File: config.mk
export PLATFORM = sky130hd
export DESIGN_NAME = inperiph_flat
export DESIGN_NICKNAME = d
export VERILOG_FILES = /design/src/rtl/inperiph_if.sv /design/src/rtl/inperiph.sv /design/src/flat_wrapper.sv
export SDC_FILE = /design/constraint.sdc
export NUM_CORES = 1
export LEC_CHECK = 0
export CAP_MARGIN = 0
export CORE_UTILIZATION = 58
export DETAILED_ROUTE_END_ITERATION = 10
export GPL_TIMING_DRIVEN = 0
export PLACE_DENSITY = 0.79
export SLEW_MARGIN = 20
export SYNTH_ARGS = -nofsm -noshare
export SYNTH_HDL_FRONTEND = slang
export SYNTH_SLANG_ARGS = --single-unit
File: constraint.sdc
create_clock -name clk -period 10.9 [get_ports clk]
set_input_delay 2.725 -clock clk [delete_from_list [all_inputs] [get_ports clk]]
set_output_delay 2.725 -clock clk [all_outputs]
set_load 0.02 [all_outputs]
File: src/rtl/inperiph_if.sv
// Input-peripheral bus: raw board pins in, registered sw/btn load words out.
interface inperiph_if #(
  parameter int unsigned NSW  = 18,
  parameter int unsigned NKEY = 4
);
  logic [NSW-1:0]  sw_in;
  logic [NKEY-1:0] key_in;
  logic [31:0]     sw;
  logic [31:0]     btn;

  modport master (output sw_in, output key_in, input sw, input btn);
  modport slave  (input sw_in, input key_in, output sw, output btn);
endinterface

File: src/rtl/inperiph.sv
// Input-peripheral conditioner: synchronises and debounces switches and keys,
// counts debounced key presses, and presents registered sw/btn words to the LSU.
module inperiph #(
  parameter int unsigned NSW      = 18,
  parameter int unsigned NKEY     = 4,
  parameter int unsigned TICK_DIV = 50000,
  parameter int unsigned DB_TICKS = 10
) (
  input  logic      clk,
  input  logic      rst,
  inperiph_if.slave bus
);
  localparam int unsigned NB = NSW + NKEY;
  localparam int unsigned CW = $clog2(DB_TICKS) + 1;
  localparam int unsigned PW = $clog2(TICK_DIV);

  logic [NSW-1:0]  r_sw_s1, r_sw_s2;
  logic [NKEY-1:0] r_key_s1, r_key_s2;
  logic [PW-1:0]   r_pre;
  logic            w_tick;
  logic [NB-1:0]   w_sync;
  logic [NB-1:0]   r_stable;
  logic [CW-1:0]   r_cnt [NB];
  logic [NKEY-1:0] r_key_prev;
  logic [3:0]      r_press [NKEY];
  logic [31:0]     w_sw, w_btn;
  logic [31:0]     r_sw, r_btn;

  // Two-flop synchronisers; key flops reset to released (pins are active-low).
  always_ff @(posedge clk or posedge rst) begin
    if (rst) begin
      r_sw_s1  <= '0;
      r_sw_s2  <= '0;
      r_key_s1 <= '1;
      r_key_s2 <= '1;
    end else begin
      r_sw_s1  <= bus.sw_in;
      r_sw_s2  <= r_sw_s1;
      r_key_s1 <= bus.key_in;
      r_key_s2 <= r_key_s1;
    end
  end

  // Keys are inverted here so every debounced bit reads 1 = active.
  assign w_sync = {~r_key_s2, r_sw_s2};
  assign w_tick = (r_pre == PW'(TICK_DIV - 1));

  // Shared sample-tick prescaler.
  always_ff @(posedge clk or posedge rst) begin
    if (rst)         r_pre <= '0;
    else if (w_tick) r_pre <= '0;
    else             r_pre <= r_pre + 1'b1;
  end

  // Per-bit debounce: accept a new level after DB_TICKS consecutive differing ticks.
  always_ff @(posedge clk or posedge rst) begin
    if (rst) begin
      r_stable <= '0;
      for (int unsigned i = 0; i < NB; i++) r_cnt[i] <= '0;
    end else begin
      for (int unsigned i = 0; i < NB; i++) begin
        if (w_sync[i] == r_stable[i]) begin
          r_cnt[i] <= '0;
        end else if (w_tick) begin
          if (r_cnt[i] == CW'(DB_TICKS - 1)) begin
            r_stable[i] <= w_sync[i];
            r_cnt[i]    <= '0;
          end else begin
            r_cnt[i] <= r_cnt[i] + 1'b1;
          end
        end
      end
    end
  end

  // Press counters advance one cycle after a debounced key rises; wrap at 16.
  always_ff @(posedge clk or posedge rst) begin
    if (rst) begin
      r_key_prev <= '0;
      for (int unsigned k = 0; k < NKEY; k++) r_press[k] <= '0;
    end else begin
      r_key_prev <= r_stable[NB-1:NSW];
      for (int unsigned k = 0; k < NKEY; k++) begin
        if (r_stable[NSW+k] && !r_key_prev[k]) r_press[k] <= r_press[k] + 4'd1;
      end
    end
  end

  // Assemble the LSU words; unused bits stay zero.
  always_comb begin
    w_sw             = '0;
    w_sw[NSW-1:0]    = r_stable[NSW-1:0];
    w_btn            = '0;
    w_btn[NKEY-1:0]  = r_stable[NB-1:NSW];
    for (int unsigned k = 0; k < NKEY; k++) w_btn[8 + 4*k +: 4] = r_press[k];
  end

  // Registered output copies.
  always_ff @(posedge clk or posedge rst) begin
    if (rst) begin
      r_sw  <= '0;
      r_btn <= '0;
    end else begin
      r_sw  <= w_sw;
      r_btn <= w_btn;
    end
  end

  assign bus.sw  = r_sw;
  assign bus.btn = r_btn;
endmodule

File: src/flat_wrapper.sv
// flat-port wrapper written by rule: the top's interface ports become plain ports
module inperiph_flat 
#(
  parameter int unsigned NSW      = 18,
  parameter int unsigned NKEY     = 4,
  parameter int unsigned TICK_DIV = 50000,
  parameter int unsigned DB_TICKS = 10
)
  (clk, rst, bus_sw_in, bus_key_in, bus_sw, bus_btn);
  inperiph_if #(.NSW(NSW), .NKEY(NKEY)) bus_i ();
  input  logic clk;
  input  logic rst;
  input wire logic [$bits(bus_i.sw_in)-1:0] bus_sw_in;
  input wire logic [$bits(bus_i.key_in)-1:0] bus_key_in;
  output wire logic [$bits(bus_i.sw)-1:0] bus_sw;
  output wire logic [$bits(bus_i.btn)-1:0] bus_btn;
  assign bus_i.sw_in = bus_sw_in;
  assign bus_i.key_in = bus_key_in;
  assign bus_sw = bus_i.sw;
  assign bus_btn = bus_i.btn;
  inperiph #(.NSW(NSW), .NKEY(NKEY), .TICK_DIV(TICK_DIV), .DB_TICKS(DB_TICKS)) u_core (.clk(clk), .rst(rst), .bus(bus_i));
endmodule
# After elaboration in Yosys (flattened, before gate mapping)
# Index checks and enable logic that the tools add are counted.
# word_totals
latch_bits,0
ramBits,0
wordCells,270
regBits,250
mem_bits_ro,0
output_inout_bits,64
mem_count,0
# classes
mux,67
n_reduce_logical,52
mul,0
eq_ne,45
bitwise_logic,23
addsub,27
n_shift,0
order_cmp,0
div_mod_pow,0
# ops
cell,count
5-bit 2-to-1 mux,66
"5-bit by 1-bit adder with 5-bit output, second input constant",22
"5-bit by 4-bit equality test with 1-bit output, second input constant",22
3-bit AND reduction,22
2-bit nonzero test,22
1-bit equality test,22
1-bit inverter,22
"16-bit by 1-bit adder with 16-bit output, second input constant",1
"4-bit by 1-bit adder with 4-bit output, second input constant",4
"16-bit equality test, second input constant",1
16-bit 2-to-1 mux,1
1-bit logical AND,4
1-bit zero test,4
4-bit inverter,1

# Longest topological paths before layout
# Gate-level depths: netlist of the first run.
# logic_depth
word_depth,4
ltp_mapped,8
mapped_depth_nobuf,6

# Least setup slack after synthesis of the first run
# Ideal clock, no wire load.
# synth_path
path_kind,reg-to-output
from,register u_core.r_key_prev[0] (netlist name)
to,output bus_btn[0]
required_ps,8175
path_stages_with_launch,1
setup_slack_ps,7750
arrival_ps,425
cell_sequence,dfrtp_1
# synth_rtl
element,line_no,text
end: declaration,flat_wrapper.sv:16,output wire logic [$bits(bus_i.btn)-1:0] bus_btn;

==> impl_metrics.py, run 1 <==
metrics = {
    "status": {
        "status": "finished, final reports clean",
    },
    "sta": {
        "drv_slew": 0,
        "hold_violations": 0,
        "tightest_slew_ns": 0.8664,
        "max-slew-margin-rel_pct": 41.45,
        "rsz0062_at_grt": "no",
        "layout_min_cycle_time_ns": 4.214,
        "skew_ns": 0.008424,
        "tns_ns": 0,
        "period_share_pct": 38.66,
        "setup_ws_ns": 6.686,
        "setup_viol": 0,
        "fmax_mhz": 237.3,
    },
    "critical_path": {
        "crit_type": "reg -> out",
        "required_ns": 8.18,
        "path_cells": "clkdlybuf4s50_1",
        "crit_fanout": 2,
        "r2r_cells": 6,
        "rr_endpoint": "u_core.r_stable[3]",
        "cp.buffers_inverters": 1,
        "crit_family": "buffers and inverters",
        "arrival_ns": 1.49,
        "r2r_start": "u_core.r_pre[0]",
        "critPathLaunchType": "flip-flop",
        "slowest_stage": "clkdlybuf4s50_1",
        "ff2ff_setup_slack_ns": 7.95,
        "end_kind": "output pin",
        "critPathMaxStageDelay_ns": 0.62,
    },
    "grt": {
        "grt_antenna_before_repair": 0,
        "grt_use_total_pct": 26.40,
        "grt_pass1_wl_mm": 41.91,
        "overflow": 0,
        "grt_pass1_vias": 8377,
        "grt_max_degree": 102,
    },
    "synth": {
        "syn_avg_cell_area_um2": 11.07,
        "async_reset_ff_share_pct": 100.0,
        "syn_area_mm2": 0.01120,
        "ys_ff_latch": 246,
        "yosys.area.top_type": "dfrtp_1",
        "synth_ff_type": "dfrtp_1",
        "seq_area_frac_synth_pct": 55.05,
        "synth_top_area_share_pct": 53.17,
        "synth.top_cells.by_area": "dfrtp_1 (53%), or4_1 (6.0%), ha_1 (5.5%)",
        "ys_warn_count": 0,
        "synthCells": 1012,
        "synth_cell_types": 30,
        "synth-edff-count": 0,
    },
    "die": {
        "fp.dieH_um": 141.0,
        "die_x_um": 141.0,
        "initial_core_util_pct": 59.48,
        "design.core.area_mm2": 0.01883,
        "die_area_mm2": 0.01987,
        "rows": 50,
        "ios": 88,
    },
    "final_layout": {
        "nNetsFinal": 1201,
        "final_cell_mix": "dfrtp_1 (238), a21oi_1 (112), or4_1 (89)",
        "utilization_pct": 69.93,
        "fin_area_mm2": 0.01317,
        "final_common_cell": "dfrtp_1",
        "areaGrowthSynthToFinish_pct": 17.57,
        "n_antenna_cell": 0,
        "drive_above_1_share_pct": 10.54,
    },
    "worst_hold_path": {
        "hold_start": "u_core.r_sw_s1[16]",
        "holdCritPathClass": "reg -> reg",
        "hold_end": "u_core.r_sw_s2[16]",
        "whs_path_depth": 0,
    },
    "placement": {
        "dp_hpwl_mm": 15.77,
        "place_ws_ns": 6.775,
        "portBuffers": 61,
        "postPlaceCellArea_mm2": 0.01229,
        "gp_routability_congestion": 0.8383,
    },
    "clocking": {
        "clkTransAtPathRegs_ns": 0.06,
        "numClockSinks": 246,
        "cts_tree": "yes",
        "post_cts_resized": 0,
        "cts_setup_buffers": 0,
        "root_buffer": "clkbuf_16",
        "clkLatencyLatePin_ns": 0.53,
        "cts_max_path_buffers": 3,
        "htree_num_levels": 1,
        "numCtsBuffers": 26,
        "postCtsHoldBufs": 0,
    },
    "route": {
        "ant_nets": 0,
        "first_iter_violations": 709,
        "avgRoutedWirePerCell_um": 17.84,
        "routed_via_density": 6.027,
        "vias": 8486,
        "drtPass1Iterations": 5,
        "drcViolationCount": 0,
        "totalWireLength_mm": 25.13,
    },
    "pwr": {
        "power_density_mw_per_mm2": 142.0,
        "finalPower_mw": 1.871,
        "ir_drop_uv": 116.5,
        "leakage_nw": 5.505,
    },
    "job": {
        "maxCapViolations": 0,
    },
}
==> metal layers <==
| layer | track usage, % | up-vias | wire, um |
|---|---|---|---|
| li1 | - | 3903 | - |
| met1 | 36.20 | 4252 | 10830 |
| met2 | 43.07 | 287 | 12340 |
| met3 | 3.635 | 44 | 1441 |
| met4 | 10.01 | 0 | 510 |
| met5 | 0 | - | 0 |
==> power breakdown <==
part           internal, mW  total [mW]  switching (mW)
Clock                 0.529       0.892           0.363
Sequential            0.923       0.927         0.00400
Combinational        0.0180      0.0523          0.0343
Total                  1.47        1.87           0.401
==> worst register-to-register path: stages, from the launching register on <==
cell and delay [ns]:
dfrtp_1 0.42, ha_1 0.30, nand3_1 0.18, nor3_2 0.65, clkbuf_1 0.71, nand3_1 0.24, mux2_2 0.33
==> kinds of logic (layout without fill, tap and decap cells) <==
group           after synthesis  in the layout  share of synthesized area (%)
compound gates              224            224                          11.51
flops                       246            246                          55.05
xor+xnor                     46             46                          3.597
buf+inv                     129            240                          5.496
fa+ha+maj                    49             49                          5.474
simple gates                291            291                          16.28
other cells                   1             26                        0.03348
mux                          26             26                          2.569
==> metrics by stage <==
step | std cells | hold slack [ns]
global route | 1408 | 0.3541
global placement | 1358 | 0.3323
floorplan | 1037 | 0.3312
finish | 1408 | 0.3430
detailed placement | 1360 | 0.3347
CTS | 1408 | 0.3480
==> synthesized netlist by cell type (all sizes together) (30+ instances only) <==
cell type / n
ha: 49
nand3: 74
or4: 89
inv: 50
o31ai: 67
nand4: 30
clkbuf: 43
a21oi: 112
nor2: 36
dfrtp: 238
buf: 36
o21ai: 45
==> layout make-up <==
class,instances,area [um^2]
fillers,1422,5662
well taps,260,325.3
inverters,50,195.2
plain buffers,79,427.9
multi-input cells,662,4513
clock inverters,13,130.1
clock buffers,35,745.7
repair buffers,63,665.6
flip-flops and latches,246,6166
==> sequential cells by signal, summed over array words and instances (netlist names) <==
name	flops
u_core.r_cnt	110
u_core.bus.sw	18
u_core.r_key_s2	4
u_core.r_key_s1	4
u_core.r_key_prev	3
u_core.r_sw_s1	18
u_core.r_sw_s2	18
u_core.bus.btn	17
u_core.r_stable	22
u_core.r_pre	16
u_core.r_press	16
==> worst max-delay path by stage <==
| stage | startpoint | end | slack [ns] | cells after the start |
|---|---|---|---|---|
| after floorplan | rst | u_core.bus.btn[10] | 1.43 | 1 |
| after global placement | rst | u_core.bus.sw[6] | -1.63 | 2 |
| after detailed placement | rst | u_core.bus.sw[6] | 6.77 | 3 |
| after CTS | u_core.r_key_prev[0] | bus_btn[0] | 6.66 | 1 |
| after global routing | u_core.r_key_prev[0] | bus_btn[0] | 6.64 | 1 |
| final | u_core.r_key_prev[0] | bus_btn[0] | 6.69 | 1 |
Power figures use the tool's default switching activity.
==> run 2, diff against run 1 <==
--- a/config.mk
+++ b/config.mk
@@ -6,10 +6,10 @@
 export NUM_CORES = 1
 export LEC_CHECK = 0
 export CAP_MARGIN = 0
-export CORE_UTILIZATION = 58
+export CORE_UTILIZATION = 53
 export DETAILED_ROUTE_END_ITERATION = 10
 export GPL_TIMING_DRIVEN = 0
-export PLACE_DENSITY = 0.79
+export PLACE_DENSITY = 0.76
 export SLEW_MARGIN = 20
 export SYNTH_ARGS = -nofsm -noshare
 export SYNTH_HDL_FRONTEND = slang
==> constraint.sdc (replaced) <==
create_clock -name clk -period 3.5 [get_ports clk]
set_input_delay 0.875 -clock clk [delete_from_list [all_inputs] [get_ports clk]]
set_output_delay 0.875 -clock clk [all_outputs]
set_load 0.02 [all_outputs]
==> run 2 against run 1 <==
Die area increased by 9.3%; wire length increased by 0.13%; largest power group unchanged; combinational power rose to 3.6 times the previous value; via count up 0.58%; clock power grew to 3.1 times the previous value; clock skew up 0.0072 ns.
==> impl_metrics.py, run 2 (synthesis results as in run 1) <==
metrics = {
    "clocking": {
        "clkTransAtPathRegs_ns": 0.06,
        "numCtsBuffers": 26,
        "root_buffer": "clkbuf_16",
        "cts_tree": "yes",
        "postCtsHoldBufs": 0,
        "htree_num_levels": 1,
        "numClockSinks": 246,
        "clkLatencyLatePin_ns": 0.52,
        "post_cts_resized": 0,
        "cts_max_path_buffers": 3,
        "cts_setup_buffers": 0,
    },
    "final_layout": {
        "largest_reg_flops": 110,
        "fillers": 1621,
        "largest_registers": "u_core.r_cnt x110, u_core.r_stable x22",
        "register_area_mm2": 0.006166,
        "final_common_cell": "dfrtp_1",
        "areaGrowthSynthToFinish_pct": 19.08,
        "final_cell_mix": "dfrtp_1 (238), a21oi_1 (112), or4_1 (89)",
        "multi_input_area_mm2": 0.004513,
        "fin_area_mm2": 0.01334,
        "drive_above_1_share_pct": 10.65,
        "n_antenna_cell": 0,
        "nNetsFinal": 1208,
        "utilization_pct": 65.08,
        "regMostFlops": "u_core.r_cnt",
    },
    "sta": {
        "fmax_mhz": 341.3,
        "layout_min_cycle_time_ns": 2.930,
        "rsz0062_at_grt": "no",
        "timing.hold.ws_ns": 0.3463,
        "period_share_pct": 83.72,
        "setup_viol": 0,
        "drv_slew": 0,
        "skew_ns": 0.01563,
        "setup_ws_ns": 0.5698,
        "tightest_slew_ns": 0.8380,
        "max-slew-margin-rel_pct": 43.37,
        "hold_violations": 0,
    },
    "status": {
        "status": "finished, final reports clean",
    },
    "critical_path": {
        "required_ns": 3.90,
        "arrival_ns": 3.33,
        "slowest_stage": "clkbuf_1",
        "path_cells": "ha_1 > nand3_1 > nor3_2 > clkbuf_1 > nand3_1 > mux2_2",
        "cp.buffers_inverters": 1,
        "critPathMaxStageDelay_ns": 0.67,
        "crit_type": "reg -> reg",
        "end_kind": "flip-flop",
        "critPathLaunchType": "flip-flop",
        "crit_family": "simple AND/OR/NAND/NOR gates",
        "crit_fanout": 10,
        "critPathMostFrequentCell": "nand3_1",
    },
    "die": {
        "die_x_um": 147.4,
        "die_area_mm2": 0.02172,
        "fp.dieH_um": 147.4,
        "rows": 52,
        "initial_core_util_pct": 54.65,
        "ios": 88,
        "design.core.area_mm2": 0.02049,
    },
    "route": {
        "drcViolationCount": 0,
        "avgRoutedWirePerCell_um": 17.65,
        "totalWireLength_mm": 25.16,
        "routed_via_density": 5.989,
        "vias": 8535,
        "first_iter_violations": 700,
        "ant_nets": 0,
        "drtPass1Iterations": 5,
    },
    "grt": {
        "grt_use_total_pct": 23.82,
        "grt_antenna_before_repair": 0,
        "grt_pass1_vias": 8276,
        "grt_max_degree": 36,
        "grt_pass1_wl_mm": 41.79,
        "overflow": 0,
    },
    "placement": {
        "place_ws_ns": 0.5775,
        "gp_routability_congestion": 0.8707,
        "portBuffers": 61,
        "postPlaceCellArea_mm2": 0.01246,
        "dp_hpwl_mm": 16.55,
    },
    "job": {
        "maxCapViolations": 0,
    },
    "pwr": {
        "finalPower_mw": 5.864,
        "power_density_mw_per_mm2": 439.6,
        "leakage_nw": 5.574,
        "ir_drop_uv": 402.5,
    },
    "worst_hold_path": {
        "holdCritPathClass": "reg -> reg",
    },
}
run 2: cell count changes in the layout (fill, tap and decap cells not counted):
cell,delta
buf_12,+4
buf_16,+3
bufinv_16,+1
clkbuf_1,+5
clkbuf_8,-1
clkinv_2,-1
clkinv_4,-1
clkinvlp_4,-1
inv_6,-1
inv_8,-1
run 2: worst register-to-register path, stage by stage (launching register included):
cell	delay (ns)
dfrtp_1	0.42
ha_1	0.30
nand3_1	0.19
nor3_2	0.62
clkbuf_1	0.67
nand3_1	0.25
mux2_2	0.35
run 2: cell type report:
cell class                      count  share of cell area, %
Sequential cell                   246                  46.23
Multi-Input combinational cell    662                  33.84
Timing Repair Buffer               70                  6.210
Clock buffer                       39                  5.629
Buffer                             79                  3.208
Tap cell                          270                  2.533
Inverter                           50                  1.435
Clock inverter                      9                 0.9193
run 2: layer usage:
layer	vias to the layer above	wire length (um)	global-route usage (%)
met1	4261	10650	33.10
met5	-	0	0
met2	320	12280	39.13
met4	0	692	6.804
met3	55	1535	3.488
li1	3899	-	-
run 2: worst paths after layout:
| path | startpoint | to | slack [ns] | cells after the start |
|---|---|---|---|---|
| worst min register to register | u_core.r_sw_s1[9] | u_core.r_sw_s2[9] | 0.35 | 0 |
| worst min-delay path | u_core.r_sw_s1[9] | u_core.r_sw_s2[9] | 0.35 | 0 |
| worst max-delay path | u_core.r_pre[0] | u_core.r_stable[8] | 0.57 | 6 |
| worst max register to register | u_core.r_pre[0] | u_core.r_stable[8] | 0.57 | 6 |
| max in group asynchronous | rst | u_core.r_key_s2[2] | 1.61 | 6 |
| min in group asynchronous | rst | u_core.bus.sw[5] | 0.74 | 2 |
run 2: power by group:
part	internal (mW)	switching (mW)	leakage, nW
combinational	0.0744	0.112	1.83
sequential	2.87	0.0126	3.31
clock	1.70	1.09	0.427
run 2: per-stage QoR:
stage | std cells | setup TNS (ns)
6_report | 1425 | 0
3_5_place_dp | 1377 | 0
2_1_floorplan | 1037 | -142.85
3_3_place_gp | 1368 | -569.29
4_1_cts | 1425 | 0
5_1_grt | 1425 | 0
